$ cat config.mk
export PLATFORM = sky130hd
export DESIGN_NAME = debouncer_multi
export DESIGN_NICKNAME = d
export VERILOG_FILES = /design/src/rtl/debouncer_pkg.sv /design/src/rtl/debouncer_ch.sv /design/src/rtl/debouncer_multi.sv
export SDC_FILE = /design/constraint.sdc
export NUM_CORES = 1
export LEC_CHECK = 0
export BUFFER_PORTS_ARGS = -buffer_cell sky130_fd_sc_hd__buf_2
export CAP_MARGIN = 20
export CORE_ASPECT_RATIO = 1.1
export CORE_UTILIZATION = 53
export DETAILED_ROUTE_END_ITERATION = 8
export HOLD_SLACK_MARGIN = 0.03
export PLACE_DENSITY = 0.82
export SLEW_MARGIN = 10
export SYNTH_ARGS = -nofsm -noshare
export SYNTH_HDL_FRONTEND = slang
export SYNTH_SLANG_ARGS = --single-unit
$ cat constraint.sdc
create_clock -name i_Clk -period 1.3 [get_ports i_Clk]
set_input_delay 0.13 -clock i_Clk [delete_from_list [all_inputs] [get_ports i_Clk]]
set_output_delay 0.13 -clock i_Clk [all_outputs]
set_load 0.03 [all_outputs]
$ cat src/rtl/debouncer_pkg.sv
// Shared constants and helpers for the multi-channel switch debouncer.
package debouncer_pkg;
  localparam int DEB_TICK_DIV_DEFAULT = 1;
  localparam int DEB_STABLE_DEFAULT   = 4;
  localparam int DEB_LONG_DEFAULT     = 0;

  typedef struct packed {
    logic rise;
    logic fall;
    logic lng;
  } deb_evt_t;

  // Width that can hold 0..n; never below 1 so disabled counters still declare cleanly.
  function automatic int deb_cw(input int n);
    return (n < 1) ? 1 : $clog2(n + 1);
  endfunction
endpackage

$ cat src/rtl/debouncer_ch.sv
// One debounce channel: 2-flop synchroniser, stability counter, long-press counter, pulse regs.
module debouncer_ch
  import debouncer_pkg::*;
#(
  parameter int   STABLE_TICKS = DEB_STABLE_DEFAULT,
  parameter int   LONG_TICKS   = DEB_LONG_DEFAULT,
  parameter logic RST_BIT      = 1'b0
) (
  input  logic     i_Clk,
  input  logic     i_Rst_n,
  input  logic     i_Tick,
  input  logic     i_Raw,
  output logic     o_Level,
  output deb_evt_t o_Evt,
  output logic     o_Evt_Nxt
);
  localparam int CW = deb_cw(STABLE_TICKS);

  logic          meta, s;
  logic [CW-1:0] cnt, cnt_d;
  logic          lvl_d, rise_d, fall_d, long_d;

  always_comb begin
    cnt_d  = cnt;
    lvl_d  = o_Level;
    rise_d = 1'b0;
    fall_d = 1'b0;
    if (s == o_Level) begin
      cnt_d = '0;
    end else if (i_Tick) begin
      if (cnt == CW'(STABLE_TICKS - 1)) begin
        lvl_d  = s;
        cnt_d  = '0;
        rise_d = s;
        fall_d = ~s;
      end else begin
        cnt_d = cnt + CW'(1);
      end
    end
  end

  generate
    if (LONG_TICKS > 0) begin : g_long
      localparam int HW = deb_cw(LONG_TICKS);
      logic [HW-1:0] hcnt, hcnt_d;

      // hcnt saturates at LONG_TICKS so the pulse fires once per press.
      always_comb begin
        hcnt_d = hcnt;
        long_d = 1'b0;
        if (!o_Level) begin
          hcnt_d = '0;
        end else if (i_Tick && hcnt != HW'(LONG_TICKS)) begin
          hcnt_d = hcnt + HW'(1);
          long_d = (hcnt == HW'(LONG_TICKS - 1)) && !fall_d;
        end
      end

      always_ff @(posedge i_Clk or negedge i_Rst_n) begin
        if (!i_Rst_n) hcnt <= '0;
        else          hcnt <= hcnt_d;
      end
    end else begin : g_nolong
      assign long_d = 1'b0;
    end
  endgenerate

  assign o_Evt_Nxt = rise_d | fall_d | long_d;

  always_ff @(posedge i_Clk or negedge i_Rst_n) begin
    if (!i_Rst_n) begin
      meta    <= RST_BIT;
      s       <= RST_BIT;
      o_Level <= RST_BIT;
      cnt     <= '0;
      o_Evt   <= '0;
    end else begin
      meta    <= i_Raw;
      s       <= meta;
      o_Level <= lvl_d;
      cnt     <= cnt_d;
      o_Evt   <= '{rise: rise_d, fall: fall_d, lng: long_d};
    end
  end
endmodule

$ cat src/rtl/debouncer_multi.sv
// N-channel switch debouncer: shared sample-tick prescaler, per-channel debounce, event OR.
module debouncer_multi
  import debouncer_pkg::*;
#(
  parameter int                NUM_CH       = 4,
  parameter int                TICK_DIV     = DEB_TICK_DIV_DEFAULT,
  parameter int                STABLE_TICKS = DEB_STABLE_DEFAULT,
  parameter int                LONG_TICKS   = DEB_LONG_DEFAULT,
  parameter logic [NUM_CH-1:0] RESET_VAL    = '0
) (
  input  logic              i_Clk,
  input  logic              i_Rst_n,
  input  logic [NUM_CH-1:0] i_Switch,
  output logic [NUM_CH-1:0] o_Switch,
  output logic [NUM_CH-1:0] o_Rise,
  output logic [NUM_CH-1:0] o_Fall,
  output logic [NUM_CH-1:0] o_Long,
  output logic              o_Any_Event
);
  logic              tick;
  logic [NUM_CH-1:0] evt_nxt;
  deb_evt_t          evt [NUM_CH];

  generate
    if (TICK_DIV > 1) begin : g_presc
      localparam int PW = $clog2(TICK_DIV);
      logic [PW-1:0] pcnt;

      assign tick = (pcnt == PW'(TICK_DIV - 1));

      always_ff @(posedge i_Clk or negedge i_Rst_n) begin
        if (!i_Rst_n)  pcnt <= '0;
        else if (tick) pcnt <= '0;
        else           pcnt <= pcnt + PW'(1);
      end
    end else begin : g_nopresc
      assign tick = 1'b1;
    end

    for (genvar i = 0; i < NUM_CH; i++) begin : g_ch
      debouncer_ch #(
        .STABLE_TICKS (STABLE_TICKS),
        .LONG_TICKS   (LONG_TICKS),
        .RST_BIT      (RESET_VAL[i])
      ) u_ch (
        .i_Clk     (i_Clk),
        .i_Rst_n   (i_Rst_n),
        .i_Tick    (tick),
        .i_Raw     (i_Switch[i]),
        .o_Level   (o_Switch[i]),
        .o_Evt     (evt[i]),
        .o_Evt_Nxt (evt_nxt[i])
      );
      assign o_Rise[i] = evt[i].rise;
      assign o_Fall[i] = evt[i].fall;
      assign o_Long[i] = evt[i].lng;
    end
  endgenerate

  // Registered from the channels' next-pulse terms so it lines up with the pulses.
  always_ff @(posedge i_Clk or negedge i_Rst_n) begin
    if (!i_Rst_n) o_Any_Event <= 1'b0;
    else          o_Any_Event <= |evt_nxt;
  end
endmodule

==> results by group <==
Outcome
  • Status: complete, no violations

Clock network
  • Worst skew pair latency: 320 ps
  • Clk sinks: 33
  • CTS tree: done
  • Clk slew on worst S/H paths: 90 ps
  • CTS Buf Count: 5
  • CTS Buffer Depth: 2
  • Root buf cell: clkbuf_4
  • Htree depth: 2

Finish
  • Area occupied by multi-input gates: 375.4 um2
  • # fillers: 168
  • P&R area growth vs syn: 17.95%
  • Final nets: 128
  • N_diodes: 0
  • Register Area: 825.8 um2
  • Layout cells sized above 1: 0.3051

Pwr
  • Switching portion of total power: 0.3357
  • Lkg Pwr: 0.7396 nW
  • Internal: 1.831 mW
  • Clk pwr share: 0.203
  • Combinational Power Share: 0.298
  • IR drop worst, VDD: 1.109 mV
  • Switch Pwr: 0.9256 mW
  • Power Density: 1874 mW/mm2
  • Sequential share of power: 0.499
  • Final Power: 2.757 mW

Yosys
  • FF+latch count, synth: 33
  • Ys async rst share: 1.000
  • Syn Inst Count: 89
  • Mapped Avg Cell Area: 14.02 um2
  • Mapped Area: 0.001247 mm2
  • Top_reg_cell synth: dfrtp_1
  • Synth cell types: 21
  • Number of flops mapped to enable cells by yosys: 0
  • Synth warnings: 0
  • Sequential area share after synthesis: 0.6620

STA
  • Setup Skew: 3.984 ps
  • Post-layout min period: 1199 ps
  • Fin crit share: 0.9227
  • Final hold vios: 0
  • Setup TNS: 0 ps
  • Max Transition Viols Final: 0
  • Final setup fails: 0
  • RSZ-0062 raised after global routing: false
  • Achievable clock frequency: 833.7 MHz

Routing
  • Vias per cell: 4.764
  • Final WL: 1.751 mm
  • Vias: 705
  • DRT antenna net count: 0
  • Initial DRC count: 4
  • Initial DRT Pass Iterations: 4
  • Drt wl/cell: 11.83 um
  • DRC Markers: 0

Critical path
  • Crit path DAT: 1390 ps
  • Depth of the most critical reg-to-reg path: 4
  • Crit end category: flip-flop
  • Crit start category: flip-flop
  • Worst EP required: 1490 ps
  • Kind of critical path: flip-flop to flip-flop
  • R2R Setup Slk: 100 ps
  • End of the critical path: o_Any_Event
  • Reg2Reg Capture Point: o_Any_Event
  • Critical R2R Launch: g_ch[1].u_ch.cnt[0]
  • Critical path origin: g_ch[1].u_ch.cnt[0]
  • Worst-path maximum fanout: 3

Floorplanning
  • Core area: 0.002230 mm2
  • Io pins: 23
  • Starting density of the core: 0.5595
  • DIE HEIGHT: 52.88 um
  • Die X: 48.26 um
  • Die Area: 0.002552 mm2
  • Rows: 18

GRT
  • Total grt overflow: 0
  • First-pass GRT wire length: 2.829 mm
  • Total track usage: 0.1778
  • Pin count of the biggest net entering global routing: 34
  • Initial antenna violation count: 0
  • Vias in the first global route: 675

Place
  • DP HPWL: 1.154 mm
  • RD Place Congestion: 0.7490
  • PortBufs: 18

Run
  • Max-Cap Viols: 0

Worst hold path
  • HP Class: primary input to asynchronous set/reset pin
[stage by stage]
stage | hold slack, ps | instance area, um2 | util | setup WS, ps | cells
after global placement | 164.1 | 1349 | 0.6049 | 70.07 | 135
after CTS | 348.2 | 1454 | 0.6521 | 33.05 | 147
after detailed placement | 173.9 | 1349 | 0.6049 | 69.91 | 135
final | 351.0 | 1471 | 0.6599 | 100.5 | 148
after floorplan | -165.6 | 1259 | - | 119.6 | 92
after global routing | 366.3 | 1471 | 0.6599 | 17.72 | 148
[layout by cell type, fill, tap and decap left out, types with 2 or more instances in the layout]
cell type / n
buf_4: 4
mux2_2: 3
dfrtp_1: 33
xor2_1: 3
nor3b_1: 11
xnor2_1: 3
clkbuf_4: 5
conb_1: 4
nor3_1: 2
dlygate4sd3_1: 5
nand2_1: 5
ha_1: 3
nand2b_1: 3
nor2_1: 2
buf_2: 18
inv_1: 2
[state kept, by name (all words and copies together), names as in the netlist]
| signal | flops |
|---|---|
| g_ch.u_ch.meta | 4 |
| g_ch.u_ch.o_Level | 4 |
| g_ch.u_ch.s | 4 |
| g_ch.u_ch.o_Evt | 8 |
| o_Any_Event | 1 |
| g_ch.u_ch.cnt | 12 |
[logic make-up after synthesis]
logic type,count (synthesis),share of synthesized area
AOI/OAI and AO/OA,2,0.01404
muxes,3,0.02708
xor gates and xnor gates,6,0.04213
and+or+nand+nor,30,0.1575
DFF,33,0.6620
buffers and inverters,10,0.05417
adders and majority gates,4,0.04012
other,1,0.003006
[worst min path at each step]
stage	startpoint	slack (ps)	to
2_1_floorplan	i_Rst_n	-170	g_ch[0].u_ch.cnt[0]
3_3_place_gp	i_Rst_n	160	g_ch[2].u_ch.s
5_1_grt	g_ch[2].u_ch.meta	370	g_ch[2].u_ch.s
6_report	i_Rst_n	350	g_ch[2].u_ch.o_Evt[1]
4_1_cts	i_Rst_n	350	g_ch[2].u_ch.o_Evt[1]
3_5_place_dp	i_Rst_n	170	g_ch[2].u_ch.o_Evt[1]
[routing by layer]
| metal | vias to the layer above | GRT usage | wire, um |
|---|---|---|---|
| met1 | 344 | 0.2098 | 745 |
| met3 | 4 | 0.06143 | 74 |
| met2 | 17 | 0.2556 | 878 |
| met5 | - | 0 | 0 |
| li1 | 340 | - | - |
| met4 | 0 | 0.1389 | 53 |
[critical path: stages, from the launching register on]
cell and delay [ps]:
dfrtp_1 400, ha_2 200, nor2b_4 140, a32oi_1 190, o221ai_1 140
[power by group through the flow]
stage | clock network, mW | registers (mW) | logic (mW)
2_1_floorplan | 0 | 1.43 | 0.624
3_3_place_gp | 0 | 1.38 | 0.772
3_5_place_dp | 0 | 1.40 | 0.800
4_1_cts | 0.587 | 1.38 | 0.816
5_1_grt | 0.628 | 1.41 | 0.921
6_report | 0.561 | 1.37 | 0.821
[synthesized netlist by cell type (2+ instances only)]
cell type,instances,area (um2)
mux2_2,3,33.78
nor3_1,2,10.01
nand2_1,5,18.77
nor2_1,2,7.510
xor2_1,3,26.28
inv_1,2,7.510
buf_4,8,60.06
dfrtp_1,33,825.8
nand2b_1,3,18.77
ha_1,4,50.05
nor2b_1,2,12.51
nor3b_1,11,82.58
xnor2_1,3,26.28
[what timing repair did]
action,4_1_cts,5_1_grt
setup endpoints to repair,0,1
hold buffers,5,0
setup buffers,0,1
hold endpoints to repair,37,0
resized for setup,0,3
[layout make-up]
class,count,share of cell area
Inverter,2,0.005102
Tap cell,30,0.02551
Multi-Input combinational cell,49,0.2551
Sequential cell,33,0.5612
Timing Repair Buffer,27,0.1156
Clock buffer,7,0.03741
Power figures use the tool's default switching activity.
